File: src/rtl/chip_master_seq.sv
// chip_master_seq: host-side sequencer for the Master end of chip_ports.
// Accepts one command at a time, plays it out as setup / strobe / hold pin
// timing toward the chip, samples bit_out where needed and returns a response.
module chip_master_seq #(
  parameter int unsigned SETUP_CYC = 2,
  parameter int unsigned PULSE_CYC = 4,
  parameter int unsigned INFER_CYC = 16,
  parameter int unsigned HOLD_CYC  = 2
) (
  input  logic       clk,
  input  logic       rst_n,
  input  logic       cmd_valid,
  output logic       cmd_ready,
  input  logic [2:0] cmd_op,
  input  logic [7:0] cmd_col,
  input  logic [7:0] cmd_row,
  input  logic [7:0] cmd_data,
  output logic       rsp_valid,
  input  logic       rsp_ready,
  output logic [7:0] rsp_data,
  output logic       rsp_err,
  output logic       chip_clk,
  output logic       CBL,
  output logic       CBLEN,
  output logic       CWL,
  output logic       inference,
  output logic       load_seed,
  output logic       read_1,
  output logic       read_8,
  output logic       load_mem,
  output logic       read_out,
  output logic       stoch_log,
  output logic [7:0] addr_full_col,
  output logic [7:0] addr_full_row,
  output logic [7:0] seeds,
  input  logic [3:0] bit_out
);

  typedef enum logic [2:0] {
    ST_IDLE,
    ST_SETUP,
    ST_PULSE,
    ST_HOLD,
    ST_RESP
  } state_e;

  typedef enum logic [2:0] {
    OP_WRITE   = 3'd0,
    OP_READ1   = 3'd1,
    OP_READ8   = 3'd2,
    OP_SEED    = 3'd3,
    OP_INFER   = 3'd4,
    OP_LOADMEM = 3'd5
  } op_e;

  state_e     state;
  op_e        op_q;
  logic [7:0] cnt;
  logic       pass_q;

  // Address, mode and data pins are loaded straight from the command on
  // acceptance and hold their value until RESP, so they double as the
  // latched col/row/data copy of the command.
  // Sequencer FSM; every pin and response output is registered here.
  always_ff @(posedge clk or negedge rst_n) begin
    if (!rst_n) begin
      state         <= ST_IDLE;
      op_q          <= OP_WRITE;
      cnt           <= '0;
      pass_q        <= 1'b0;
      cmd_ready     <= 1'b0;
      rsp_valid     <= 1'b0;
      rsp_data      <= '0;
      rsp_err       <= 1'b0;
      chip_clk      <= 1'b0;
      CBL           <= 1'b0;
      CBLEN         <= 1'b0;
      CWL           <= 1'b0;
      inference     <= 1'b0;
      load_seed     <= 1'b0;
      read_1        <= 1'b0;
      read_8        <= 1'b0;
      load_mem      <= 1'b0;
      read_out      <= 1'b0;
      stoch_log     <= 1'b0;
      addr_full_col <= '0;
      addr_full_row <= '0;
      seeds         <= '0;
    end else begin
      case (state)
        ST_IDLE: begin
          if (cmd_valid && cmd_ready) begin
            cmd_ready <= 1'b0;
            op_q      <= op_e'(cmd_op);
            rsp_data  <= '0;
            if (cmd_op > 3'd5) begin
              rsp_valid <= 1'b1;
              rsp_err   <= 1'b1;
              state     <= ST_RESP;
            end else begin
              state         <= ST_SETUP;
              cnt           <= 8'(SETUP_CYC - 1);
              pass_q        <= 1'b0;
              addr_full_col <= cmd_col;
              addr_full_row <= cmd_row;
              CBLEN         <= (cmd_op == OP_WRITE);
              CBL           <= (cmd_op == OP_WRITE) && cmd_data[0];
              seeds         <= (cmd_op == OP_SEED) ? cmd_data : '0;
              stoch_log     <= (cmd_op == OP_INFER) && cmd_data[0];
              read_out      <= 1'b0;
            end
          end else begin
            cmd_ready <= 1'b1;
          end
        end
        ST_SETUP: begin
          if (cnt == 8'd0) begin
            state     <= ST_PULSE;
            cnt       <= (op_q == OP_INFER) ? 8'(INFER_CYC - 1) : 8'(PULSE_CYC - 1);
            chip_clk  <= 1'b1;
            CWL       <= (op_q == OP_WRITE);
            read_1    <= (op_q == OP_READ1);
            read_8    <= (op_q == OP_READ8);
            load_seed <= (op_q == OP_SEED);
            inference <= (op_q == OP_INFER);
            load_mem  <= (op_q == OP_LOADMEM);
          end else begin
            cnt <= cnt - 8'd1;
          end
        end
        ST_PULSE: begin
          chip_clk <= 1'b0;
          if (cnt == 8'd0) begin
            state     <= ST_HOLD;
            cnt       <= 8'(HOLD_CYC - 1);
            CWL       <= 1'b0;
            read_1    <= 1'b0;
            read_8    <= 1'b0;
            load_seed <= 1'b0;
            inference <= 1'b0;
            load_mem  <= 1'b0;
            case (op_q)
              OP_READ1: rsp_data <= {7'd0, bit_out[0]};
              OP_READ8: begin
                if (pass_q) rsp_data[7:4] <= bit_out;
                else        rsp_data[3:0] <= bit_out;
              end
              OP_INFER: rsp_data <= {4'd0, bit_out};
              default:  ;
            endcase
          end else begin
            cnt <= cnt - 8'd1;
          end
        end
        ST_HOLD: begin
          if (cnt == 8'd0) begin
            if (op_q == OP_READ8 && !pass_q) begin
              pass_q   <= 1'b1;
              read_out <= 1'b1;
              state    <= ST_SETUP;
              cnt      <= 8'(SETUP_CYC - 1);
            end else begin
              state         <= ST_RESP;
              rsp_valid     <= 1'b1;
              addr_full_col <= '0;
              addr_full_row <= '0;
              seeds         <= '0;
              CBL           <= 1'b0;
              CBLEN         <= 1'b0;
              stoch_log     <= 1'b0;
              read_out      <= 1'b0;
            end
          end else begin
            cnt <= cnt - 8'd1;
          end
        end
        ST_RESP: begin
          if (rsp_ready) begin
            rsp_valid <= 1'b0;
            rsp_err   <= 1'b0;
            rsp_data  <= '0;
            cmd_ready <= 1'b1;
            state     <= ST_IDLE;
          end
        end
        default: state <= ST_IDLE;
      endcase
    end
  end

endmodule

File: config.mk
export PLATFORM = sky130hd
export DESIGN_NAME = chip_master_seq
export DESIGN_NICKNAME = d
export VERILOG_FILES = /design/src/rtl/chip_master_seq.sv
export SDC_FILE = /design/constraint.sdc
export NUM_CORES = 1
export LEC_CHECK = 0
export ABC_AREA = 1
export CAP_MARGIN = 20
export CELL_PAD_IN_SITES_DETAIL_PLACEMENT = 0
export CELL_PAD_IN_SITES_GLOBAL_PLACEMENT = 1
export CORE_MARGIN = 1
export CORE_UTILIZATION = 25
export DETAILED_ROUTE_END_ITERATION = 7
export GPL_ROUTABILITY_DRIVEN = 0
export GPL_TIMING_DRIVEN = 0
export PLACE_DENSITY_LB_ADDON = 0.05
export SLEW_MARGIN = 15
export SYNTH_ARGS = -nofsm -noshare
export SYNTH_HDL_FRONTEND = slang
export SYNTH_SLANG_ARGS = --single-unit
File: constraint.sdc
create_clock -name clk -period 2.69 [get_ports clk]
set_input_delay 0.6725 -clock clk [delete_from_list [all_inputs] [get_ports clk]]
set_output_delay 0.6725 -clock clk [all_outputs]
set_load 0.005 [all_outputs]
After elaboration in Yosys (flattened, before gate mapping)
Cells that the tools add are included.
- $add $sub $neg: 1
- order comparisons: 1
- equal/unequal tests: 24
- mux-type cells: 79
- reduce and logical (&&, ||, !) cells: 28
- operator list (cell ; number):
    two-way mux 8 bit ; 18
    one-hot mux 8 bit (2 select lines) ; 3
    one-hot mux 8 bit (3 select lines) ; 2
    one-hot mux 8 bit (4 select lines) ; 1
    two-way mux 1 bit ; 29
    one-hot mux 1 bit (2 select lines) ; 14
    two-way mux 3 bit ; 7
    != test 2 bit, second input constant ; 9
    AND reduction 6 bit ; 3
    equality test 3 x 2 -> 1 bit, second input constant ; 5
    one-hot mux 3 bit (5 select lines) ; 1
    AND reduction 5 bit ; 3
    equality test 3 bit, second input constant ; 4
    two-way mux 4 bit ; 3
    AND reduction 4 bit ; 3
    zero test 3 bit ; 3
    != test 3 bit, second input constant ; 3
    zero test 8 bit ; 1
    subtractor 8 x 1 -> 8 bit, second input constant ; 1
    equality test 3 x 1 -> 1 bit, second input constant ; 2
    AND reduction 2 bit ; 3
    nonzero test 2 bit ; 3
    nonzero test 3 bit ; 2
    logical AND 1 bit ; 4
    6 further kinds ; 6
- bits in registers: 61
- output and inout port bits: 46
- logic and storage cells: 156

Longest topological paths before layout
Gate-level depths: netlist of the first run.
- word-level depth: 5
- gate-level depth with buffers: 10

Worst setup path after synthesis of the first run
Ideal clock, no wire load.
- path kind: input -> register
- from: input port cmd_op[2]
- to: register seeds[0]
- library setup time: 117 ps
- arrival: 1591 ps
- setup slack: 982 ps
- cell stages on the path: 8
- buffers on the path: 1
- path through: nand2_1 > inv_1 > o21ai_4 > and2_4 > nand3_4 > buf_12 > nand2_2 > nand2_1
- word-level cells in the longest chain between the ends: 5
- RTL lines (item ; line ; source):
    start: declaration ; 14 ; input logic [2:0] cmd_op,
    equality test 3 x 2 -> 1 bit ; 108 ; seeds <= (cmd_op == OP_SEED) ? cmd_data : '0;
    two-way mux 8 bit ; 108 ;
    two-way mux 8 bit ; 96 ; if (cmd_op > 3'd5) begin
    two-way mux 8 bit ; 92 ; if (cmd_valid && cmd_ready) begin
    one-hot mux 8 bit (2 select lines) ; 90 ; case (state)
    end signal: assignment ; 108 ;
    end: declaration ; 35 ; output logic [7:0] seeds,
Several ways; a longest one is shown, not always the timed one. The select of a mux whose other input is x is not followed.
A chain may end at the register's enable or synchronous reset.

Worst setup path in the final report of the first run
- from: input port cmd_op[1]
- to: register seeds[6]
The elaborated chain is that of the path after synthesis.

==> results of run 1 <==
## state kept, by name (all words and copies together), names as in the netlist, 3 cells and up
| name | flops |
|---|---|
| addr_full_row | 8 |
| addr_full_col | 8 |
| op_q | 3 |
| state | 3 |
| cnt | 8 |
| seeds | 8 |
| rsp_data | 8 |
## metal layers
| metal | share of wire [%] | vias up | wire (um) | global-route usage, % |
|---|---|---|---|---|
| met1 | 49 | 1366 | 4320 | 19.8 |
| met5 | 0 | - | 0 | 0 |
| met3 | 4.4 | 12 | 384 | 3.29 |
| met4 | 1.8 | 0 | 160 | 7.10 |
| li1 | - | 1461 | - | - |
| met2 | 44 | 72 | 3880 | 22.2 |
## layout by cell type, fill, tap and decap left out, drive strengths merged, types with 2 or more instances in the layout
master	n
clkinv	2
and2	2
clkbuf	13
ha	2
nor2	37
nand4	27
inv	27
clkdlybuf4s50	79
nor3	3
o21ai	16
nand2	150
a21oi	3
dfrtp	61
buf	11
nand3	44
clkinvlp	2
## how the worst min path moves through the flow
stage                     start               end
2_1_floorplan             rst_n               CBL
3_3_place_gp   addr_full_row[4]  addr_full_row[4]
3_5_place_dp   addr_full_row[4]  addr_full_row[4]
4_1_cts                   rst_n            cnt[5]
5_1_grt                   rst_n  addr_full_col[1]
6_report                  rst_n            cnt[6]
## power by group through the flow
stage / Clock [mW] / Combinational [mW] / Sequential [mW]
global route: 1.26 / 2.96 / 1.57
floorplan: 0 / 1.59 / 1.53
finish: 1.18 / 2.59 / 1.52
detailed placement: 0 / 2.65 / 1.53
CTS: 1.22 / 2.66 / 1.53
global placement: 0 / 2.62 / 1.54
## logic make-up (layout without fill, tap and decap cells)
family | Yosys count | count (layout) | synth area share (%)
buffers and inverters | 38 | 135 | 5.96
XOR/XNOR | 2 | 2 | 0.560
flip-flops | 61 | 61 | 48.8
AND/OR/NAND/NOR | 263 | 263 | 39.5
adder cells (fa/ha/maj) | 2 | 2 | 0.800
AO/OA/AOI/OAI | 23 | 23 | 4.40
## through the flow
step	instances	area [sq um]
floorplan	389	3130
global placement	637	4140
detailed placement	638	4160
CTS	654	4460
global route	654	4460
finish	654	4460
## worst max-delay path: stages
cell,delay (ps)
clkdlybuf4s50_1,470
nand2_1,120
inv_1,100
o21ai_4,290
and2_4,240
nand3_4,160
buf_12,210
nand2_2,50
nand2_1,50
## final cells by class
cell class	count	area (sq um)
repair buffers	81	818
well taps	168	210
clock buffers	11	243
inverters	27	104
plain buffers	11	82.6
flip-flops and latches	61	1530
multi-input cells	290	1420
clock inverters	5	58.8
fillers	1304	7650
==> impl_metrics.tcl, run 1 <==
set metrics [dict create \
    ios 81 \
    final_antenna_net_count 0 \
    tightest_slew_ps 475 \
    nNetsFinal 518 \
    cp-startpoint "cmd_op[1]" \
    timing.rr.end "seeds[6]" \
    hold_viol_final 0 \
    power.leakage_nw 2.10 \
    cts_tree "built" \
    post-route-min-period_ps 2140 \
    dr_total_vias 2911 \
    yosysTopAreaCellShare_pct 48.8 \
    rows 40 \
    cts_sinks 61 \
    ys_seq_area_share_pct 48.8 \
    power.share.switching_pct 40.7 \
    dr.pass1.iters 4 \
    cts_root_buf "clkbuf_16" \
    cp-end-kind "flop" \
    setup_ws_ps 550 \
    rr_worst_depth 10 \
    clk_pin_slew_ps 60 \
    syn_avg_cell_area_sq_um 8.04 \
    whs_ps 264 \
    switchingPower_mw 2.15 \
    first_global_vias 2896 \
    slew_viol_final 0 \
    r2r_start "cnt[0]" \
    yosysWarnings 0 \
    internal-power_mw 3.14 \
    clock_power_share_pct 22.3 \
    clk_latency_ps 330 \
    start_util_pct 25.8 \
    numCtsBuffers 9 \
    fmax_ghz 0.467 \
    min_path_type "primary input to async pin" \
    wirelength_um 8750 \
    vias_per_cell 4.45 \
    setup.worst_path.end "seeds[6]" \
    synth.most_common_cell "nand2_1" \
    vdd_ir_drop_max_mv 0.390 \
    cts_resized 0 \
    yosysTopAreaCell "dfrtp_1" \
    wl_per_cell_um 13.4 \
    outcome "completed" \
    critical_path_class "primary input to flop" \
    cp-start-kind "primary input" \
    hold_buffers 0 \
    yosys-top-cells-area "dfrtp_1 49%, nand2_1 15%, nand3_1 6.9%" \
    drt_iter0_drc 149 \
    synth_edf_count 0 \
    antenna_found_initial 0 \
    area_delta_synth_final_pct 42.5 \
    power_frac_seq_pct 28.7 \
    ys_ff_latch 61 \
    combPwrFrac_pct 49.0 \
    cts_setup_buffers 0 \
    port-buffer-count 80 \
    grt_util_all_layers_pct 14.7 \
    synth_nets 426 \
    synthCells 389 \
    yosys-top-cells-count "126 x nand2_1, 61 x dfrtp_1, 43 x nand3_1" \
    finalSetupViolations 0 \
    grt_max_degree 35 \
    dieArea_sq_um 13000 \
    netlist_area_sq_um 3130 \
    cts_buffer_depth 2 \
    h-tree-depth 3 \
    gr-total-overflow 0 \
    critPathMaxFanout 10 \
    ff2ff_setup_slack_ps 860 \
    power_density_nw_per_um2 1190 \
    synth_flop_cell "dfrtp_1" \
    finClkSkew_ps 4.49 \
    diodes 0 \
    rsz0062_at_grt "false" \
    slew_headroom_pct 68.4 \
    cp.arrival_ps 2360 \
    setup_tns_ps 0 \
    grt_pass1_wl_um 14600 \
    fin_crit_sh_pct 79.5 \
    crit_required_ps 2910 \
    async_reset_ff_share_pct 100 \
    die_height_um 114 \
    coreArea_sq_um 12100 \
    dp_hpwl_um 6290 \
    final_util_pct 36.8 \
    route.detailed.drc 0 \
    synth.distinct_cells 32 \
    dpl_worst_slack_ps 176 \
    die_w_um 114 \
    drive_gt1_share_pct 13.2 \
    total_power_mw 5.29 \
    max-cap-violations 0 \
]
Note: power is estimated with default switching activity, not from simulation.
==> run 2: changes to the inputs <==
Clock period 2.69 ns to 1.9 ns, I/O delays scaled along.
==> impl_metrics.tcl, run 2 (synthesis results as in run 1) <==
set metrics [dict create \
    h-tree-depth 3 \
    gr-total-overflow 0 \
    cp.arrival_ps 2000 \
    clk_latency_ps 330 \
    port-buffer-count 80 \
    numCtsBuffers 9 \
    cp-start-kind "primary input" \
    power_density_nw_per_um2 1700 \
    die_w_um 114 \
    crit_required_ps 2120 \
    outcome "completed" \
    dpl_worst_slack_ps -416 \
    fin_area_sq_um 4550 \
    final_util_pct 37.5 \
    power.leakage_nw 2.16 \
    drive_gt1_share_pct 15.4 \
    final_cell_mix "125 x nand2_1, 78 x clkdlybuf4s50_1, 61 x dfrtp_1, 41 x nand3_1, 31 x nor2_1" \
    finClkSkew_ps 4.70 \
    diodes 0 \
    cp-end-kind "flop" \
    grt_util_all_layers_pct 14.7 \
    final_antenna_net_count 0 \
    min_path_type "primary input to async pin" \
    critical_path_class "primary input to flop" \
    dieArea_sq_um 13000 \
    clk_pin_slew_ps 60 \
    first_global_vias 2896 \
    fmax_ghz 0.562 \
    final_common_cell "nand2_1" \
    coreArea_sq_um 12100 \
    tightest_slew_ps 398 \
    grt_max_degree 35 \
    hold_buffers 0 \
    vdd_ir_drop_max_mv 0.513 \
    fin_crit_sh_pct 93.6 \
    ff2ff_setup_slack_ps 170 \
    cts_sinks 61 \
    wl_per_cell_um 13.3 \
    die_height_um 114 \
    drt_iter0_drc 161 \
    slew_viol_final 0 \
    dp_hpwl_um 6290 \
    rows 40 \
    finalSetupViolations 0 \
    dpl.cell_count 638 \
    cts_buffer_depth 2 \
    dr_total_vias 2911 \
    hold_viol_final 0 \
    route.detailed.drc 0 \
    nNetsFinal 525 \
    r2r_start "state[0]" \
    slew_headroom_pct 73.5 \
    grt_pass1_wl_um 14600 \
    area_delta_synth_final_pct 45.3 \
    dr.pass1.iters 4 \
    ios 81 \
    vias_per_cell 4.40 \
    antenna_found_initial 0 \
    post-route-min-period_ps 1780 \
    timing.rr.end "op_q[0]" \
    placed_area_sq_um 4160 \
    setup_ws_ps 121 \
    stdcell_count 661 \
    cts_root_buf "clkbuf_16" \
    critPathMaxFanout 10 \
    setup.worst_path.end "seeds[6]" \
    cp-startpoint "cmd_op[2]" \
    start_util_pct 25.8 \
    wirelength_um 8800 \
    rr_worst_depth 7 \
    max-cap-violations 0 \
    cts_tree "built" \
]
[run 2: final cells by class]
type | count | area [sq um]
inverter | 27 | 104
clock inverter | 5 | 58.8
timing repair buffer | 88 | 886
tap | 168 | 210
clock buffer | 11 | 243
multi-input combinational | 290 | 1430
fill | 1306 | 7570
buffer | 11 | 85.1
sequential | 61 | 1530
[run 2: what timing repair did]
item | in CTS | in global routing
resized for setup | 0 | 9
endpoints found under the setup margin | 20 | 37
buffers inserted | 1 | 6
pin swaps | 1 | 2
[run 2: how the worst min path moves through the flow]
stage | start | to | slack, ps | cells after the start
after floorplan | rst_n | CBL | 180 | 0
after global placement | addr_full_row[4] | addr_full_row[4] | 450 | 2
after detailed placement | rst_n | cnt[5] | 440 | 1
after CTS | rst_n | cnt[5] | 80 | 1
after global routing | rst_n | addr_full_col[1] | 90 | 1
final | rst_n | cnt[6] | 70 | 1
[run 2: power by group]
group / internal [mW] / switching (mW)
clock network: 1.05 / 0.618
logic: 1.75 / 2.13
registers: 1.80 / 0.360
total: 4.60 / 3.10
[run 2: through the flow]
| step | TNS (ps) | total power, mW | hold WS [ps] |
|---|---|---|---|
| floorplan | 0 | 4.41 | 179 |
| global placement | -132750 | 5.89 | 454 |
| detailed placement | -13180 | 5.92 | 439 |
| CTS | 0 | 7.67 | 83.3 |
| global route | -4.08 | 8.41 | 93.4 |
| finish | 0 | 7.71 | 68.7 |
[run 2: critical path: stages]
cell	delay [ps]
clkdlybuf4s50_1	460
nand2_1	120
inv_1	100
o21ai_4	220
and2_4	220
nand3_4	130
buf_12	190
nand2_2	50
nand2_1	50
[run 2: per-layer routing]
layer / GRT usage, % / vias to the layer above / part of all wire (%)
met2: 22.2 / 62 / 45
met3: 3.29 / 13 / 4.5
met1: 19.9 / 1359 / 49
met5: 0 / - / 0
li1: - / 1477 / -
met4: 7.10 / 0 / 1.9
==> run 3: changes to the inputs <==
Settings changed: CORE_UTILIZATION 25 to 32, PLACE_DENSITY set to 0.8, PLACE_DENSITY_LB_ADDON 0.05 to unset.
==> impl_metrics.tcl, run 3 (synthesis results as in run 1) <==
set metrics [dict create \
    slew_headroom_pct 71.2 \
    crit_slowest_cell "clkdlybuf4s50_1" \
    grt_max_degree 54 \
    tightest_slew_ps 431 \
    hold_viol_final 0 \
    power_frac_seq_pct 31.0 \
    vdd_ir_drop_max_mv 0.690 \
    wirelength_um 8040 \
    wl_per_cell_um 12.9 \
    route.detailed.drc 0 \
    combPwrFrac_pct 54.4 \
    outcome "completed" \
    fmax_ghz 0.574 \
    cts_root_buf "clkbuf_8" \
    internal-power_mw 4.02 \
    slew_viol_final 0 \
    power_density_nw_per_um2 1600 \
    cp-end-kind "flop" \
    die_height_um 101 \
    gr-total-overflow 0 \
    rsz0062_at_grt "false" \
    wl_met2_um 3980 \
    cpLargestDelayFamily "buffers and inverters" \
    power.share.switching_pct 42.1 \
    critical_path_class "primary input to flop" \
    hold-path-cell-count 2 \
    timing.rr.end "CBL" \
    dr_total_vias 2951 \
    cts_tree "built" \
    stdcell_count 622 \
    switchingPower_mw 2.93 \
    cts_sinks 61 \
    dr.pass1.iters 5 \
    cp_slowest_stage_delay_ps 460 \
    final_cell_mix "125 x nand2_1, 79 x clkdlybuf4s50_1, 61 x dfrtp_1, 43 x nand3_1, 31 x nor2_1" \
    path_cells "clkdlybuf4s50_1 > nand2_1 > inv_1 > o21ai_4 > and2_4 > nand3_4 > buf_12 > nand2_2 > nand2_1" \
    fin_crit_sh_pct 91.8 \
    die_w_um 101 \
    finalSetupViolations 0 \
    post-route-min-period_ps 1740 \
    ff2ff_setup_slack_ps 170 \
    cp-start-kind "primary input" \
    first_global_vias 2821 \
    area_delta_synth_final_pct 39.1 \
    max-cap-violations 0 \
    nFillCells 963 \
    grt_pass1_wl_um 13300 \
    power.leakage_nw 2.09 \
    clk_latency_ps 340 \
    coreArea_sq_um 9370 \
    vias_per_cell 4.74 \
    dpl.cell_count 599 \
    port-buffer-count 80 \
    drive_gt1_share_pct 14.6 \
    hold_start "addr_full_row[6]" \
    antenna_found_initial 0 \
    nNetsFinal 526 \
    numCtsBuffers 9 \
    critPathMaxFanout 10 \
    dp_hpwl_um 5770 \
    rows 35 \
    wl_met3_um 241 \
    wl_met1_um 3670 \
    highest_layer "met4" \
    clk_pin_slew_ps 70 \
    min_to "addr_full_row[6]" \
    whs_ps 472 \
    clock_power_share_pct 14.5 \
    cts_buffer_depth 2 \
    min_path_type "flop to flop" \
    grt_util_all_layers_pct 16.9 \
    rr_worst_depth 10 \
    crit_required_ps 2120 \
    finClkSkew_ps 13.2 \
    drt_iter0_drc 98 \
    diodes 0 \
    path_common_cell "nand2_1" \
    final_common_cell "nand2_1" \
    start_util_pct 33.4 \
    h-tree-depth 3 \
    cp.arrival_ps 1970 \
    dieArea_sq_um 10200 \
    crit_buf_inv 3 \
    final_antenna_net_count 0 \
    r2r_start "cnt[0]" \
    ios 81 \
]
run 3: repair_timing:
item,in CTS,in global routing
gates resized for setup,0,1
pin swaps,1,2
setup endpoints to repair,4,22
hold buffers,1,0
buffers inserted,2,6
endpoints found under the hold margin,8,0
run 3: worst max path at each step:
stage | to | startpoint | slack [ps] | depth (start not counted)
6_report | CBL | cmd_op[1] | 160 | 9
5_1_grt | addr_full_row[4] | cnt[0] | 8 | 10
4_1_cts | CBL | cnt[0] | 60 | 10
3_5_place_dp | CBL | cmd_op[1] | -370 | 9
3_3_place_gp | rsp_data[3] | rst_n | -1720 | 1
2_1_floorplan | seeds[0] | cnt[0] | 340 | 10
run 3: final cells by class:
class                           instances  area [sq um]  share of cell area [%]
Timing Repair Buffer                   90           896                    20.6
Clock inverter                          4          25.0                   0.575
Buffer                                 10          78.8                    1.81
Clock buffer                           11           141                    3.25
Inverter                               27           104                    2.39
Sequential cell                        61          1530                    35.1
Tap cell                              129           161                    3.71
Multi-Input combinational cell        290          1420                    32.6
run 3: worst reg2reg max path: stages, from the launching register on:
cell,delay [ps]
dfrtp_1,400
inv_1,110
ha_1,160
nand2_1,80
nor2_4,190
inv_2,60
nand2_1,160
nand3_4,160
buf_12,190
nand2_2,50
nand2_1,50
run 3: per-stage QoR:
| stage | utilization, % | power [mW] | instance area (sq um) | TNS (ps) | setup WS, ps |
|---|---|---|---|---|---|
| after floorplan | - | 4.41 | 3130 | 0 | 337 |
| after global placement | 43.6 | 5.74 | 4090 | -114730 | -1720 |
| after detailed placement | 43.9 | 5.81 | 4120 | -11010 | -367 |
| after CTS | 46.0 | 6.89 | 4310 | 0 | 63.8 |
| after global routing | 46.4 | 7.60 | 4350 | 0 | 7.95 |
| final | 46.4 | 6.95 | 4350 | 0 | 156 |
run 3: power by group through the flow:
stage	clock network (mW)	registers, mW	logic, mW
3_5_place_dp	0	2.18	3.64
2_1_floorplan	0	2.17	2.25
3_3_place_gp	0	2.16	3.58
5_1_grt	1.11	2.22	4.26
6_report	1.01	2.16	3.78
4_1_cts	1.04	2.16	3.70
run 3: layer usage:
layer | up-vias | track usage, %
met3 | 14 | 4.16
met4 | 0 | 6.02
met2 | 51 | 28.0
met1 | 1415 | 21.5
met5 | - | 0
li1 | 1471 | -
==> RTL edit (settings of run 2) <==
Register the output `rsp_err` once more; this adds one clock of latency there. The other outputs are not delayed to match.
--- a/src/rtl/chip_master_seq.sv
+++ b/src/rtl/chip_master_seq.sv
@@ -53,6 +53,8 @@
     OP_LOADMEM = 3'd5
   } op_e;
 
+  logic rsp_err_s0;
+
   state_e     state;
   op_e        op_q;
   logic [7:0] cnt;
@@ -71,7 +73,7 @@
       cmd_ready     <= 1'b0;
       rsp_valid     <= 1'b0;
       rsp_data      <= '0;
-      rsp_err       <= 1'b0;
+      rsp_err_s0    <= 1'b0;
       chip_clk      <= 1'b0;
       CBL           <= 1'b0;
       CBLEN         <= 1'b0;
@@ -95,7 +97,7 @@
             rsp_data  <= '0;
             if (cmd_op > 3'd5) begin
               rsp_valid <= 1'b1;
-              rsp_err   <= 1'b1;
+              rsp_err_s0 <= 1'b1;
               state     <= ST_RESP;
             end else begin
               state         <= ST_SETUP;
@@ -177,7 +179,7 @@
         ST_RESP: begin
           if (rsp_ready) begin
             rsp_valid <= 1'b0;
-            rsp_err   <= 1'b0;
+            rsp_err_s0 <= 1'b0;
             rsp_data  <= '0;
             cmd_ready <= 1'b1;
             state     <= ST_IDLE;
@@ -188,5 +190,9 @@
     end
   end
 
+  always_ff @(posedge clk) begin
+    rsp_err <= rsp_err_s0;
+  end
+
 endmodule
 
Behaviour: not the same (a bounded check fails within 4 cycles, from zero or initial values and one cycle with rst_n low).
==> RTL edit against run 2 <==
  * Critical path type unchanged
  * Global-route usage up 0.38 points
  * The run now ends with design-rule violations left
  * Wire length down 0.84%
  * Final cell count down 4.5%
  * Via count down 1.1%
  * Count of clock-buffer cells in the layout up 2
  * Non-clock buffer count down 2
  * Largest cell class unchanged
  * Final area down 4.3%
  * Total power down 12%
  * Setup slack better by 0.0097 ns
  * Combinational power down 17%
  * Area after synthesis down 2.8%
  * Sequential cell count up 1
==> RTL edit: results (changes against run 2) <==
| Stage | Quantity | Reported | Delta |
| --- | --- | --- | --- |
| status | Result of the run | complete, but fails checks |  |
| status | Violations in the final reports | design-rule violations |  |
| finish | Fraction of layout instances using a drive strength above 1 | 9.22% | -6.2 points |
| route | DR iter-0 viols | 164 | +1.9% |
| critical path | Crit-path max cell delay | 0.46 ns | about the same |
| pwr | Design internal power | 0.00414 W | -10% |
| timing | Worst-case setup margin in the final layout | 0.131 ns | +0.00969 ns |
| global route | Global router's overall resource usage | 15.1% | +0.38 points |
| pwr | Power attributed to the clock group | 0.00142 W | -15% |
| cts | Clock insertion delay at the later pin of the skew report | 0.33 ns | about the same |
| critical path | Capture point of the worst path | seeds[5]$_DFFE_PN0P_ |  |
| cts | Clock slew seen by the registers of the worst setup and hold paths | 0.05 ns |  |
| critical path | Launching instance or port of the critical path | cmd_op[1] |  |
| timing | Skew final | 0.00577 ns | +0.00107 ns |
| pwr | Leakage | 2.09 nW | -3.4% |
| pwr | Combinational Power Share | 47.3% | -3.0 points |
| placement | Instance area at placement | 0.00404 mm^2 | -2.9% |
| global route | Global-route wire length before repair | 14.7 mm | +0.47% |
| route | Number of optimization iterations in the first detailed-route pass | 6 | +2 |
| global route | GR Layer Usage met2 | 23.1% | +0.91 points |
| placement | Worst Setup Slack post-DPL | -0.490 ns | -0.0736 ns |
| synthesis | Mapped Nets | 424 | -0.47% |
| synthesis | Commonest cells post-synth | nand2_1, dfrtp_1, nand3_1 |  |
| synthesis | Sequential share of the synthesized area | 50.9% | +2.1 points |
| global route | GR Layer Usage met1 | 20.3% | +0.40 points |
| placement | Post-detail-place hpwl | 6.26 mm | -0.53% |
| synthesis | Share of flip-flops with an asynchronous set or reset after synthesis | 98.4% | -1.6 points |
| finish | Layout net count | 521 | -0.76% |
| route | Met2 WL post-DR | 4.01 mm | +2.1% |
| route | Avg Vias per Cell | 4.56 | +3.6% |
| global route | Number of global-route vias before repair | 2,925 | +1.0% |
| timing | Worst-margin pin slew | 0.450 ns | +0.0518 ns |
| critical path | Worst setup slack for register-to-register paths | 0.15 ns | -0.02 ns |
| global route | Largest net degree at the start of global routing | 32 | -8.6% |
| route | Length of routed met3 wiring | 377 um | -4.6% |
| synthesis | Main area contributors after synthesis | dfrtp_1, nand2_1, nand3_1 |  |
| route | Total DRC errors in the routed layout | 5 | +5 |
| route | Average routed wire per standard cell | 13.8 um | +3.9% |
| pwr | IR drop worst, VDD | 598 uV | +17% |
| route | WL met1 | 4.24 mm | -1.8% |
[RTL edit: cell count changes after synthesis, sizes merged]
| cell | run 2 | this run |
|---|---|---|
| inv | 26 | 24 |
| nand3b | 0 | 1 |
| o21bai | 0 | 2 |
| dfxtp | 0 | 1 |
| nand2 | 150 | 147 |
| nand3 | 44 | 42 |
| nor2 | 37 | 38 |
[RTL edit: logic make-up (layout without fill, tap and decap cells)]
kind of cell               Yosys count  in the layout  synth area share (%)
AOI/OAI and AO/OA                   25             25                  4.78
and+or+nand+nor                    260            260                  37.7
buffers and inverters               36            137                  5.23
adders and majority gates            2              2                 0.823
DFF                                 62             62                  50.9
xor gates and xnor gates             2              2                 0.576
[RTL edit: stage by stage]
| stage | utilization [%] | power, W | TNS, ns | cells | hold slack [ns] |
|---|---|---|---|---|---|
| finish | 37.5 | 0.00680 | 0 | 631 | 0.0807 |
| global route | 37.5 | 0.00744 | -0.00530 | 631 | 0.111 |
| CTS | 37.1 | 0.00689 | 0 | 628 | 0.0948 |
| detailed placement | 34.8 | 0.00536 | -15.86 | 611 | 0.369 |
| global placement | 34.6 | 0.00534 | -137.70 | 610 | 0.359 |
| floorplan | - | 0.00393 | 0 | 387 | 0.179 |
[RTL edit: area by class of cell]
| cell class | count | area, um^2 |
|---|---|---|
| Clock inverter | 2 | 10.0 |
| Fill cell | 1288 | 7260 |
| Inverter | 25 | 93.8 |
| Clock buffer | 13 | 240 |
| Timing Repair Buffer | 86 | 856 |
| Multi-Input combinational cell | 289 | 1360 |
| Sequential cell | 62 | 1550 |
| Buffer | 11 | 65.1 |
| Tap cell | 143 | 179 |
[RTL edit: repair_timing]
item / CTS / global route
pin swaps: 2 / 2
gates resized for setup: 2 / 5
buffers inserted: 2 / 3
endpoints found under the setup margin: 32 / 35
